## config.mk

```make
export PLATFORM = sky130hd
export DESIGN_NAME = distram_port_arbiter_flat
export DESIGN_NICKNAME = d
export VERILOG_FILES = /design/src/rtl/distram_port_arbiter_if.sv /design/src/rtl/distram_port_arbiter.sv /design/src/flat_wrapper.sv
export SDC_FILE = /design/constraint.sdc
export NUM_CORES = 1
export LEC_CHECK = 0
export ABC_AREA = 1
export ABC_CLOCK_PERIOD_IN_PS = 4600
export CAP_MARGIN = 30
export CORE_MARGIN = 3
export CORE_UTILIZATION = 46
export CTS_CLUSTER_DIAMETER = 40
export CTS_CLUSTER_SIZE = 12
export DETAILED_ROUTE_END_ITERATION = 10
export PLACE_DENSITY = 0.89
export SKIP_LAST_GASP = 1
export SYNTH_ARGS = -nofsm -noshare
export SYNTH_HDL_FRONTEND = slang
export SYNTH_SLANG_ARGS = --single-unit
```

## constraint.sdc

```tcl
create_clock -name CLK -period 4.6 [get_ports CLK]
set_clock_uncertainty 0.1 [all_clocks]
set_input_delay 0.92 -clock CLK [delete_from_list [all_inputs] [get_ports CLK]]
set_output_delay 0.92 -clock CLK [all_outputs]
set_load 0.02 [all_outputs]
```

## src/rtl/distram_port_arbiter_if.sv

```systemverilog
// Bundle of requester-side and RAM-side signals for distram_port_arbiter.
// Latency: none, wires only. Backpressure: rreq_ready/wreq_ready are same-cycle grants.
// Ports: slave = arbiter view (takes requests, drives grants, responses and RAM controls);
//        master = requester/RAM view (drives requests and RAM read data).
interface distram_port_arbiter_if #(
  parameter int INNER_WIDTH = 32,
  parameter int OUTER_WIDTH = 32,
  parameter int NUM_RREQ    = 4,
  parameter int NUM_WREQ    = 2
);
  localparam int IDX = $clog2(OUTER_WIDTH);

  logic [NUM_RREQ-1:0]                  rreq_valid;
  logic [NUM_RREQ-1:0][IDX-1:0]         rreq_index;
  logic [NUM_RREQ-1:0]                  rreq_ready;
  logic [NUM_RREQ-1:0]                  rresp_valid;
  logic [NUM_RREQ-1:0][INNER_WIDTH-1:0] rresp_data;

  logic [NUM_WREQ-1:0]                  wreq_valid;
  logic [NUM_WREQ-1:0][IDX-1:0]         wreq_index;
  logic [NUM_WREQ-1:0][INNER_WIDTH-1:0] wreq_data;
  logic [NUM_WREQ-1:0]                  wreq_ready;

  logic                                 busy;

  logic [IDX-1:0]                       ram_port0_rindex;
  logic [IDX-1:0]                       ram_port1_rindex;
  logic [INNER_WIDTH-1:0]               ram_port0_rdata;
  logic [INNER_WIDTH-1:0]               ram_port1_rdata;
  logic                                 ram_wen;
  logic [IDX-1:0]                       ram_windex;
  logic [INNER_WIDTH-1:0]               ram_wdata;

  modport slave (
    input  rreq_valid, rreq_index, wreq_valid, wreq_index, wreq_data,
           ram_port0_rdata, ram_port1_rdata,
    output rreq_ready, rresp_valid, rresp_data, wreq_ready, busy,
           ram_port0_rindex, ram_port1_rindex, ram_wen, ram_windex, ram_wdata
  );

  modport master (
    output rreq_valid, rreq_index, wreq_valid, wreq_index, wreq_data,
           ram_port0_rdata, ram_port1_rdata,
    input  rreq_ready, rresp_valid, rresp_data, wreq_ready, busy,
           ram_port0_rindex, ram_port1_rindex, ram_wen, ram_windex, ram_wdata
  );
endinterface

```

## src/rtl/distram_port_arbiter.sv

```systemverilog
// Shares a 2R/1W distributed RAM: up to two round-robin read grants plus one write grant per cycle.
// Latency: grants are combinational; read data returns registered one cycle after the grant.
// Backpressure: requesters wait on rreq_ready/wreq_ready; nothing is granted while busy clearing.
// Ports: CLK, nRST (synchronous, active low) and bus (slave modport of distram_port_arbiter_if).
module distram_port_arbiter #(
  parameter int INNER_WIDTH = 32,
  parameter int OUTER_WIDTH = 32,
  parameter int NUM_RREQ    = 4,
  parameter int NUM_WREQ    = 2
) (
  input logic                   CLK,
  input logic                   nRST,
  distram_port_arbiter_if.slave bus
);
  localparam int IDX = $clog2(OUTER_WIDTH);
  localparam int RPW = $clog2(NUM_RREQ);
  localparam int WPW = (NUM_WREQ > 1) ? $clog2(NUM_WREQ) : 1;

  typedef enum logic {CLEAR, RUN} state_t;

  state_t                               state;
  logic [IDX-1:0]                       clear_ptr;
  logic [RPW-1:0]                       rr_rptr;
  logic [WPW-1:0]                       rr_wptr;
  logic [NUM_RREQ-1:0]                  rresp_valid_q;
  logic [NUM_RREQ-1:0][INNER_WIDTH-1:0] rresp_data_q;

  // Grants are only issued in RUN, and the reset cycle itself is treated as not running.
  logic run;
  assign run = nRST && (state == RUN);

  function automatic logic [RPW-1:0] rinc(input logic [RPW-1:0] p);
    if (p == RPW'(NUM_RREQ - 1)) return '0;
    return p + RPW'(1);
  endfunction

  function automatic logic [WPW-1:0] winc(input logic [WPW-1:0] p);
    if (p == WPW'(NUM_WREQ - 1)) return '0;
    return p + WPW'(1);
  endfunction

  // Read scan from rr_rptr: first valid requester takes port 0, second takes port 1.
  logic           g0_vld, g1_vld;
  logic [RPW-1:0] g0_sel, g1_sel;

  always_comb begin
    int r;
    r      = 0;
    g0_vld = 1'b0;
    g1_vld = 1'b0;
    g0_sel = '0;
    g1_sel = '0;
    if (run) begin
      for (int k = 0; k < NUM_RREQ; k++) begin
        r = (int'(rr_rptr) + k) % NUM_RREQ;
        if (bus.rreq_valid[r]) begin
          if (!g0_vld) begin
            g0_vld = 1'b1;
            g0_sel = RPW'(r);
          end else if (!g1_vld) begin
            g1_vld = 1'b1;
            g1_sel = RPW'(r);
          end
        end
      end
    end
  end

  // Single write winner from rr_wptr.
  logic           w_vld;
  logic [WPW-1:0] w_sel;

  always_comb begin
    int w;
    w     = 0;
    w_vld = 1'b0;
    w_sel = '0;
    if (run) begin
      for (int k = 0; k < NUM_WREQ; k++) begin
        w = (int'(rr_wptr) + k) % NUM_WREQ;
        if (bus.wreq_valid[w] && !w_vld) begin
          w_vld = 1'b1;
          w_sel = WPW'(w);
        end
      end
    end
  end

  logic [NUM_RREQ-1:0] rreq_ready_c;
  logic [NUM_WREQ-1:0] wreq_ready_c;

  always_comb begin
    rreq_ready_c = '0;
    wreq_ready_c = '0;
    if (g0_vld) rreq_ready_c[g0_sel] = 1'b1;
    if (g1_vld) rreq_ready_c[g1_sel] = 1'b1;
    if (w_vld)  wreq_ready_c[w_sel]  = 1'b1;
  end

  // RAM write port is owned by the clear sweep in CLEAR and by the write winner in RUN.
  logic                   ram_wen_c;
  logic [IDX-1:0]         ram_windex_c;
  logic [INNER_WIDTH-1:0] ram_wdata_c;

  always_comb begin
    ram_wen_c    = 1'b0;
    ram_windex_c = '0;
    ram_wdata_c  = '0;
    if (nRST && (state == CLEAR)) begin
      ram_wen_c    = 1'b1;
      ram_windex_c = clear_ptr;
    end else if (w_vld) begin
      ram_wen_c    = 1'b1;
      ram_windex_c = bus.wreq_index[w_sel];
      ram_wdata_c  = bus.wreq_data[w_sel];
    end
  end

  always_ff @(posedge CLK) begin
    if (!nRST) begin
      state         <= CLEAR;
      clear_ptr     <= '0;
      rr_rptr       <= '0;
      rr_wptr       <= '0;
      rresp_valid_q <= '0;
      rresp_data_q  <= '0;
    end else begin
      rresp_valid_q <= rreq_ready_c;
      case (state)
        CLEAR: begin
          clear_ptr <= clear_ptr + IDX'(1);
          if (clear_ptr == IDX'(OUTER_WIDTH - 1)) state <= RUN;
        end
        RUN: begin
          // Pointer moves past the last requester served this cycle.
          if (g1_vld)      rr_rptr <= rinc(g1_sel);
          else if (g0_vld) rr_rptr <= rinc(g0_sel);
          if (w_vld)       rr_wptr <= winc(w_sel);
          // RAM reads are asynchronous, so the data captured here predates this cycle's write.
          if (g0_vld) rresp_data_q[g0_sel] <= bus.ram_port0_rdata;
          if (g1_vld) rresp_data_q[g1_sel] <= bus.ram_port1_rdata;
        end
        default: state <= CLEAR;
      endcase
    end
  end

  assign bus.rreq_ready       = rreq_ready_c;
  assign bus.wreq_ready       = wreq_ready_c;
  assign bus.rresp_valid      = rresp_valid_q;
  assign bus.rresp_data       = rresp_data_q;
  assign bus.busy             = !run;
  assign bus.ram_port0_rindex = g0_vld ? bus.rreq_index[g0_sel] : '0;
  assign bus.ram_port1_rindex = g1_vld ? bus.rreq_index[g1_sel] : '0;
  assign bus.ram_wen          = ram_wen_c;
  assign bus.ram_windex       = ram_windex_c;
  assign bus.ram_wdata        = ram_wdata_c;
endmodule

```

## src/flat_wrapper.sv

```systemverilog
// flat-port wrapper written by rule: the top's interface ports become plain ports
module distram_port_arbiter_flat 
#(
  parameter int INNER_WIDTH = 32,
  parameter int OUTER_WIDTH = 32,
  parameter int NUM_RREQ    = 4,
  parameter int NUM_WREQ    = 2
)
  (CLK, nRST, bus_rreq_valid, bus_rreq_index, bus_wreq_valid, bus_wreq_index, bus_wreq_data, bus_ram_port0_rdata, bus_ram_port1_rdata, bus_rreq_ready, bus_rresp_valid, bus_rresp_data, bus_wreq_ready, bus_busy, bus_ram_port0_rindex, bus_ram_port1_rindex, bus_ram_wen, bus_ram_windex, bus_ram_wdata);
  distram_port_arbiter_if #(.INNER_WIDTH(INNER_WIDTH), .OUTER_WIDTH(OUTER_WIDTH), .NUM_RREQ(NUM_RREQ), .NUM_WREQ(NUM_WREQ)) bus_i ();
  input logic CLK;
  input logic nRST;
  input wire logic [$bits(bus_i.rreq_valid)-1:0] bus_rreq_valid;
  input wire logic [$bits(bus_i.rreq_index)-1:0] bus_rreq_index;
  input wire logic [$bits(bus_i.wreq_valid)-1:0] bus_wreq_valid;
  input wire logic [$bits(bus_i.wreq_index)-1:0] bus_wreq_index;
  input wire logic [$bits(bus_i.wreq_data)-1:0] bus_wreq_data;
  input wire logic [$bits(bus_i.ram_port0_rdata)-1:0] bus_ram_port0_rdata;
  input wire logic [$bits(bus_i.ram_port1_rdata)-1:0] bus_ram_port1_rdata;
  output wire logic [$bits(bus_i.rreq_ready)-1:0] bus_rreq_ready;
  output wire logic [$bits(bus_i.rresp_valid)-1:0] bus_rresp_valid;
  output wire logic [$bits(bus_i.rresp_data)-1:0] bus_rresp_data;
  output wire logic [$bits(bus_i.wreq_ready)-1:0] bus_wreq_ready;
  output wire logic [$bits(bus_i.busy)-1:0] bus_busy;
  output wire logic [$bits(bus_i.ram_port0_rindex)-1:0] bus_ram_port0_rindex;
  output wire logic [$bits(bus_i.ram_port1_rindex)-1:0] bus_ram_port1_rindex;
  output wire logic [$bits(bus_i.ram_wen)-1:0] bus_ram_wen;
  output wire logic [$bits(bus_i.ram_windex)-1:0] bus_ram_windex;
  output wire logic [$bits(bus_i.ram_wdata)-1:0] bus_ram_wdata;
  assign bus_i.rreq_valid = bus_rreq_valid;
  assign bus_i.rreq_index = bus_rreq_index;
  assign bus_i.wreq_valid = bus_wreq_valid;
  assign bus_i.wreq_index = bus_wreq_index;
  assign bus_i.wreq_data = bus_wreq_data;
  assign bus_i.ram_port0_rdata = bus_ram_port0_rdata;
  assign bus_i.ram_port1_rdata = bus_ram_port1_rdata;
  assign bus_rreq_ready = bus_i.rreq_ready;
  assign bus_rresp_valid = bus_i.rresp_valid;
  assign bus_rresp_data = bus_i.rresp_data;
  assign bus_wreq_ready = bus_i.wreq_ready;
  assign bus_busy = bus_i.busy;
  assign bus_ram_port0_rindex = bus_i.ram_port0_rindex;
  assign bus_ram_port1_rindex = bus_i.ram_port1_rindex;
  assign bus_ram_wen = bus_i.ram_wen;
  assign bus_ram_windex = bus_i.ram_windex;
  assign bus_ram_wdata = bus_i.ram_wdata;
  distram_port_arbiter #(.INNER_WIDTH(INNER_WIDTH), .OUTER_WIDTH(OUTER_WIDTH), .NUM_RREQ(NUM_RREQ), .NUM_WREQ(NUM_WREQ)) u_core (.CLK(CLK), .nRST(nRST), .bus(bus_i));
endmodule
```

==> results of run 1 <==
what timing repair did:
item                       4_1_cts  5_1_grt
pin swaps                        0        0
resized for setup                9       12
setup endpoints to repair        9        8
power by group:
group | total [mW] | internal [mW] | switching (mW)
Clock | 1.48 | 0.868 | 0.614
Sequential | 1.22 | 1.22 | 0.00240
Combinational | 0.279 | 0.154 | 0.126
area by class of cell:
cell class / instances / area, um^2 / area share
Sequential cell: 141 / 2820 / 0.201
Tap cell: 270 / 338 / 0.0240
Timing Repair Buffer: 400 / 3950 / 0.281
Inverter: 174 / 659 / 0.0469
Antenna cell: 6 / 15.0 / 0.00107
Multi-Input combinational cell: 1132 / 5670 / 0.403
Clock buffer: 18 / 429 / 0.0305
Clock inverter: 14 / 185 / 0.0132
routing by layer:
metal  GRT usage  wire (um)  share of wire  vias up
li1            -          -              -     5801
met1       0.387      14500           0.37     5575
met2       0.550      18400           0.47      681
met3      0.0910       3910           0.10      125
met4       0.175       2040          0.053        0
met5           0          0              0        -
per-stage QoR:
stage | setup TNS [ns] | setup WS [ns] | std cells | total power [mW] | instance area [um^2]
detailed placement | -0.820 | -0.162 | 2116 | 1.53 | 13400
global route | 0 | 0.00738 | 2155 | 3.07 | 14100
CTS | -0.0864 | -0.0864 | 2148 | 2.99 | 14000
finish | 0 | 0.171 | 2155 | 2.99 | 14100
floorplan | 0 | 0.499 | 1562 | 1.33 | 9680
global placement | -0.730 | -0.137 | 2116 | 1.52 | 13400
cells by family (layout without fill, tap and decap cells):
logic type	after synthesis	after routing	synth area share
fa+ha+maj	13	13	0.0168
simple gates	543	543	0.229
flops	141	141	0.292
other cells	0	6	0
buf+inv	289	606	0.127
compound gates	576	576	0.335
path summary, 6_finish.rpt:
check                            start                        end  slack (ns)  cells after the start
max reg2reg          u_core.rr_rptr[0]  u_core.bus.rresp_data[25]        0.91                     18
max                  bus_rreq_valid[2]          bus_rreq_ready[2]        0.17                     17
min          u_core.bus.rresp_data[75]  u_core.bus.rresp_data[75]        0.37                      2
min reg2reg  u_core.bus.rresp_data[75]  u_core.bus.rresp_data[75]        0.37                      2
cell usage in the layout, fill, tap and decap left out, types with 4 or more instances in the layout:
cell type	count
nand2_1	409
nand3_1	58
nor2_4	5
a221o_1	4
ha_1	10
buf_4	45
nor2_1	36
o211ai_2	26
diode_2	6
o21ai_0	374
clkbuf_16	17
dfxtp_1	141
clkdlybuf4s50_1	336
nor3_1	4
dlygate4sd2_1	5
inv_2	6
inv_1	165
nand4_1	10
nand2_2	13
buf_12	6
o21ai_1	27
a22o_1	33
o211ai_1	8
dlymetal6s2s_1	5
inv_6	4
a21oi_1	103
worst register-to-register path, stage by stage (launching register included):
cell and delay [ns]:
dfxtp_1 0.49, inv_2 0.15, nand2_1 0.11, nand3_1 0.11
nand2_2 0.15, ha_1 0.24, nand2_1 0.07, nand3_1 0.06
o21ai_0 0.08, nand2_1 0.13, nand2_1 0.13, buf_4 0.20
ha_2 0.19, buf_4 0.56, o21ai_0 0.29, nand2_1 0.13
o21ai_0 0.10, o21ai_0 0.16, o21ai_0 0.09
state kept, by name, summed over array words and instances, names as in the netlist:
signal                  count
u_core.bus.rresp_data     128
u_core.rr_rptr              2
u_core.bus.rresp_valid      4
u_core.clear_ptr            5
u_core.state                1
u_core.rr_wptr              1
==> results.yml, run 1 <==
outcome:
  status: "finished clean"
worst_setup_path:
  worst_ep_required_time_ns: 3.58
  crit_family: "buffers and inverters"
  critPathMaxFanout: 12
  slowest_stage: "clkdlybuf4s50_1"
  path_class: "input pin to output port"
  crit_path_max_incr_delay_ns: 0.49
  critPathArrivalTime_ns: 3.41
  end_kind: "output port"
  crit_path_start_kind: "input pin"
  crit_chain: "clkdlybuf4s50_1, inv_1, nand2_1, nand3_1, nand2_2, ha_1, nand2_1, nand3_1, o21ai_0, nand2_1, nand2_1, buf_4, buf_4, ha_1, nand2_1, nand2_1, buf_4"
  cp_common_cell: "nand2_1"
  cp_num_buf_inv: 5
die:
  start_util: 0.474
  dieArea_um2: 22800
  ios: 353
  rows: 52
  core_um2: 20400
  fp.dieW_um: 151
  chipHeight_um: 151
layout:
  fin_util: 0.689
  fill_cells: 1718
  drive_gt1_frac: 0.0782
  nets: 2045
  area_growth_pct: 45.4
placed_design:
  hpwl_mm: 27.1
  portBuffers: 352
  routabilityCongestion: 0.896
sta:
  max_slew_margin: 0.411
  slew_viol_final: 0
  hold_slack_ns: 0.371
  fmax_mhz: 226
  finalCritPeriodShare: 0.963
  fin_crit_ns: 4.43
  tightestPinTransition_ns: 0.883
  finalHoldViolCount: 0
  setup_viol: 0
  rsz0062_at_grt: "no"
grt:
  grt_pass1_vias: 11300
  grt_pass1_wl_mm: 59.8
  grt_max_degree: 100
  grt_overflow: 0
  grt_use_total: 0.330
  grt_antenna_before_repair: 6
yosys:
  syn_inst: 1562
  syn_nets: 1741
  yosys_warnings: 0
  ys_types: 31
  syn_area_um2: 9680
  synth_largest_area_cell: "dfxtp_1"
  synthArstFlopShare: 0
  synth_top_area_frac: 0.292
  synthFlopType: "dfxtp_1"
  ys_ff_latch: 141
  synth-edff-count: 0
  synth_most_common_cell: "nand2_1"
  synthTopCellsByArea: "dfxtp_1 (29%), o21ai_0 (19%), nand2_1 (16%)"
  ys_top_cells_by_count: "nand2_1 (410), o21ai_0 (374), inv_1 (167), dfxtp_1 (141), a21oi_1 (103)"
  synth_area_per_cell_um2: 6.20
  synth-seq-area-share: 0.292
clocking:
  cts_tree: "done"
  cts_hold_buffers: 0
  insertion_delay_ns: 0.41
  htreeDepth: 4
  cts_buffer_depth: 2
  cts_buffers: 17
  clk_pin_slew_ns: 0.07
  cts_sinks: 141
  post_cts_buffers: 0
  root_buffer: "clkbuf_16"
drt:
  firstDrtPassIters: 5
  wl_per_cell_um: 18.0
  wirelength_mm: 38.9
  route.detailed.drc: 0
  vias: 12200
  drt-initial-drc-count: 1174
  drt.antenna.violating_nets: 0
  via_per_inst: 5.65
power:
  power_density_nw_per_um2: 212
  ir_drop_mv: 0.237
  leakage_nw: 5.89
worst_hold_path:
  hp-class: "flop to flop"
run:
  cap_viol_max_count: 0
No activity file was read; power rests on OpenSTA's default activity.
==> inputs of run 2 (changes only) <==
PLACE_DENSITY = default   (was 0.89)
PLACE_DENSITY_LB_ADDON = 0.1   (was default)
==> run 2 against run 1 <==
  * Final cell count hardly changed
  * Sequential power about the same
  * Global-route usage decreased by 0.72 points
  * Wire length is 1.7% lower
  * Critical path depth decreased by 9
  * Register-to-register slack improved by 0.09 ns
  * Combinational power about the same
  * Hold slack worse by 0.0013 ns
  * Clock power up 8%
  * Utilization is 0.47 points higher
  * Fmax rose by 0.63%
  * Highest routed layer unchanged
==> results.yml, run 2 (synthesis results as in run 1) <==
grt:
  grt_use_total: 0.323
  grt_pass1_wl_mm: 58.4
  grt_pass1_vias: 10900
  grt_overflow: 0
  grt_max_degree: 195
  grt_antenna_before_repair: 5
worst_setup_path:
  cp_common_cell: "clkdlybuf4s50_1"
  path_class: "input pin to output port"
  crit_chain: "clkdlybuf4s50_1, nand2_4, inv_2, o21ai_0, nor2_2, buf_4, a22o_1, clkdlybuf4s50_1"
  worst_ep_required_time_ns: 3.58
  cp_num_buf_inv: 4
  rrSetupSlack_ns: 1.00
  startpoint: "nRST"
  critPathMaxFanout: 21
  crit_end: "bus_ram_wdata[24]"
  crit_family: "buffers and inverters"
  critPathArrivalTime_ns: 3.38
  crit_cells: 8
  crit_path_start_kind: "input pin"
  crit_path_max_incr_delay_ns: 0.66
  reg2reg_depth: 19
  end_kind: "output port"
  r2r_end: "u_core.bus.rresp_data[14]"
  slowest_stage: "clkdlybuf4s50_1"
  timing.rr.start: "u_core.rr_rptr[0]"
clocking:
  cts_sinks: 141
  cts_buffers: 17
  cts_tree: "done"
  insertion_delay_ns: 0.43
  htreeDepth: 4
  root_buffer: "clkbuf_16"
  post_cts_buffers: 0
  clk_pin_slew_ns: 0.06
  cts_buffer_depth: 2
  cts_hold_buffers: 0
sta:
  slew_viol_final: 0
  tightestPinTransition_ns: 0.882
  finalCritPeriodShare: 0.957
  hold_slack_ns: 0.369
  max_slew_margin: 0.412
  fmax_mhz: 227
  fin_crit_ns: 4.40
  finalHoldViolCount: 0
  setup_viol: 0
placed_design:
  routabilityCongestion: 0.959
  portBuffers: 352
  hpwl_mm: 26.3
  dpl_cell_area_um2: 13500
power:
  leakage_nw: 5.98
  power_density_nw_per_um2: 219
  ir_drop_mv: 0.264
outcome:
  status: "finished clean"
layout:
  mostFrequentLayoutCell: "nand2_1"
  nets: 2043
  largest_reg_flops: 128
  drive_gt1_frac: 0.0741
  layout_common_cells: "nand2_1 (409), o21ai_0 (374), clkdlybuf4s50_1 (338)"
  area_growth_pct: 46.4
  final_area_um2: 14200
die:
  chipHeight_um: 151
  start_util: 0.474
  dieArea_um2: 22800
  rows: 52
  core_um2: 20400
  ios: 353
  fp.dieW_um: 151
drt:
  wl_met3_mm: 3.90
  firstDrtPassIters: 8
  via_per_inst: 5.51
  wirelength_mm: 38.2
  route.layer.met1.wl_mm: 14.6
  wl_per_cell_um: 17.7
  drt-initial-drc-count: 912
  drt.antenna.violating_nets: 0
  vias: 11900
  dr_wl_met2_mm: 17.9
  route.detailed.drc: 0
  top_layer_used: "met4"
run:
  cap_viol_max_count: 0
worst_hold_path:
  hp-class: "flop to flop"
[run 2: changes by cell type in the layout (fill, tap and decap cells not counted), sizes merged, moves of 2 or more]
cell,previous run,this run
inv,178,174
clkinvlp,3,0
buf,51,46
clkbuf,20,18
dlymetal6s2s,5,8
clkinv,4,7
clkdlybuf4s50,336,338
bufinv,3,6
[run 2: worst min-delay path by stage]
| stage | endpoint | slack, ns | from | cells after the start |
|---|---|---|---|---|
| after floorplan | u_core.rr_wptr | 0.35 | u_core.rr_wptr | 2 |
| after global placement | u_core.bus.rresp_data[81] | 0.35 | u_core.bus.rresp_data[81] | 2 |
| after detailed placement | u_core.bus.rresp_data[74] | 0.36 | u_core.bus.rresp_data[74] | 2 |
| after CTS | u_core.bus.rresp_data[86] | 0.37 | u_core.bus.rresp_data[86] | 2 |
| after global routing | u_core.bus.rresp_data[74] | 0.38 | u_core.bus.rresp_data[74] | 2 |
| final | u_core.rr_wptr | 0.37 | u_core.rr_wptr | 2 |
[run 2: metrics by stage]
step	setup TNS, ns	power (mW)	std cells	setup WS, ns	utilization
final	0	3.11	2153	0.199	0.693
after CTS	0	3.12	2146	0.00302	0.691
after floorplan	0	1.33	1562	0.499	-
after detailed placement	-0.0603	1.53	2115	-0.0396	0.659
after global placement	0	1.52	2114	0.00735	0.657
after global routing	-0.000644	3.20	2151	-0.000644	0.693
[run 2: area by class of cell]
type,instances,area (um^2)
Sequential cell,141,2820
Clock inverter,13,238
Multi-Input combinational cell,1132,5670
Inverter,174,658
Fill cell,1809,6260
Tap cell,270,338
Clock buffer,18,439
Antenna cell,7,17.5
Timing Repair Buffer,398,3980
[run 2: report_power, final]
part / total [mW] / switching [mW] / internal [mW]
Combinational: 0.281 / 0.128 / 0.153
Clock: 1.60 / 0.566 / 1.03
Sequential: 1.23 / 0.00206 / 1.22
Total: 3.11 / 0.696 / 2.41
[run 2: layer usage]
metal / global-route usage / vias up
met3: 0.105 / 107
met4: 0.190 / 0
met1: 0.377 / 5424
li1: - / 5800
met2: 0.518 / 531
met5: 0 / -
[run 2: worst min-delay path: stages (launching register included)]
cell,delay (ns)
dfxtp_1,0.31
nand2_1,0.06
a21oi_1,0.06
[run 2: timing repair]
action / in CTS / in global routing
endpoints found under the hold margin: 0 / 0
gates resized for setup: 6 / 10
endpoints found under the setup margin: 6 / 10
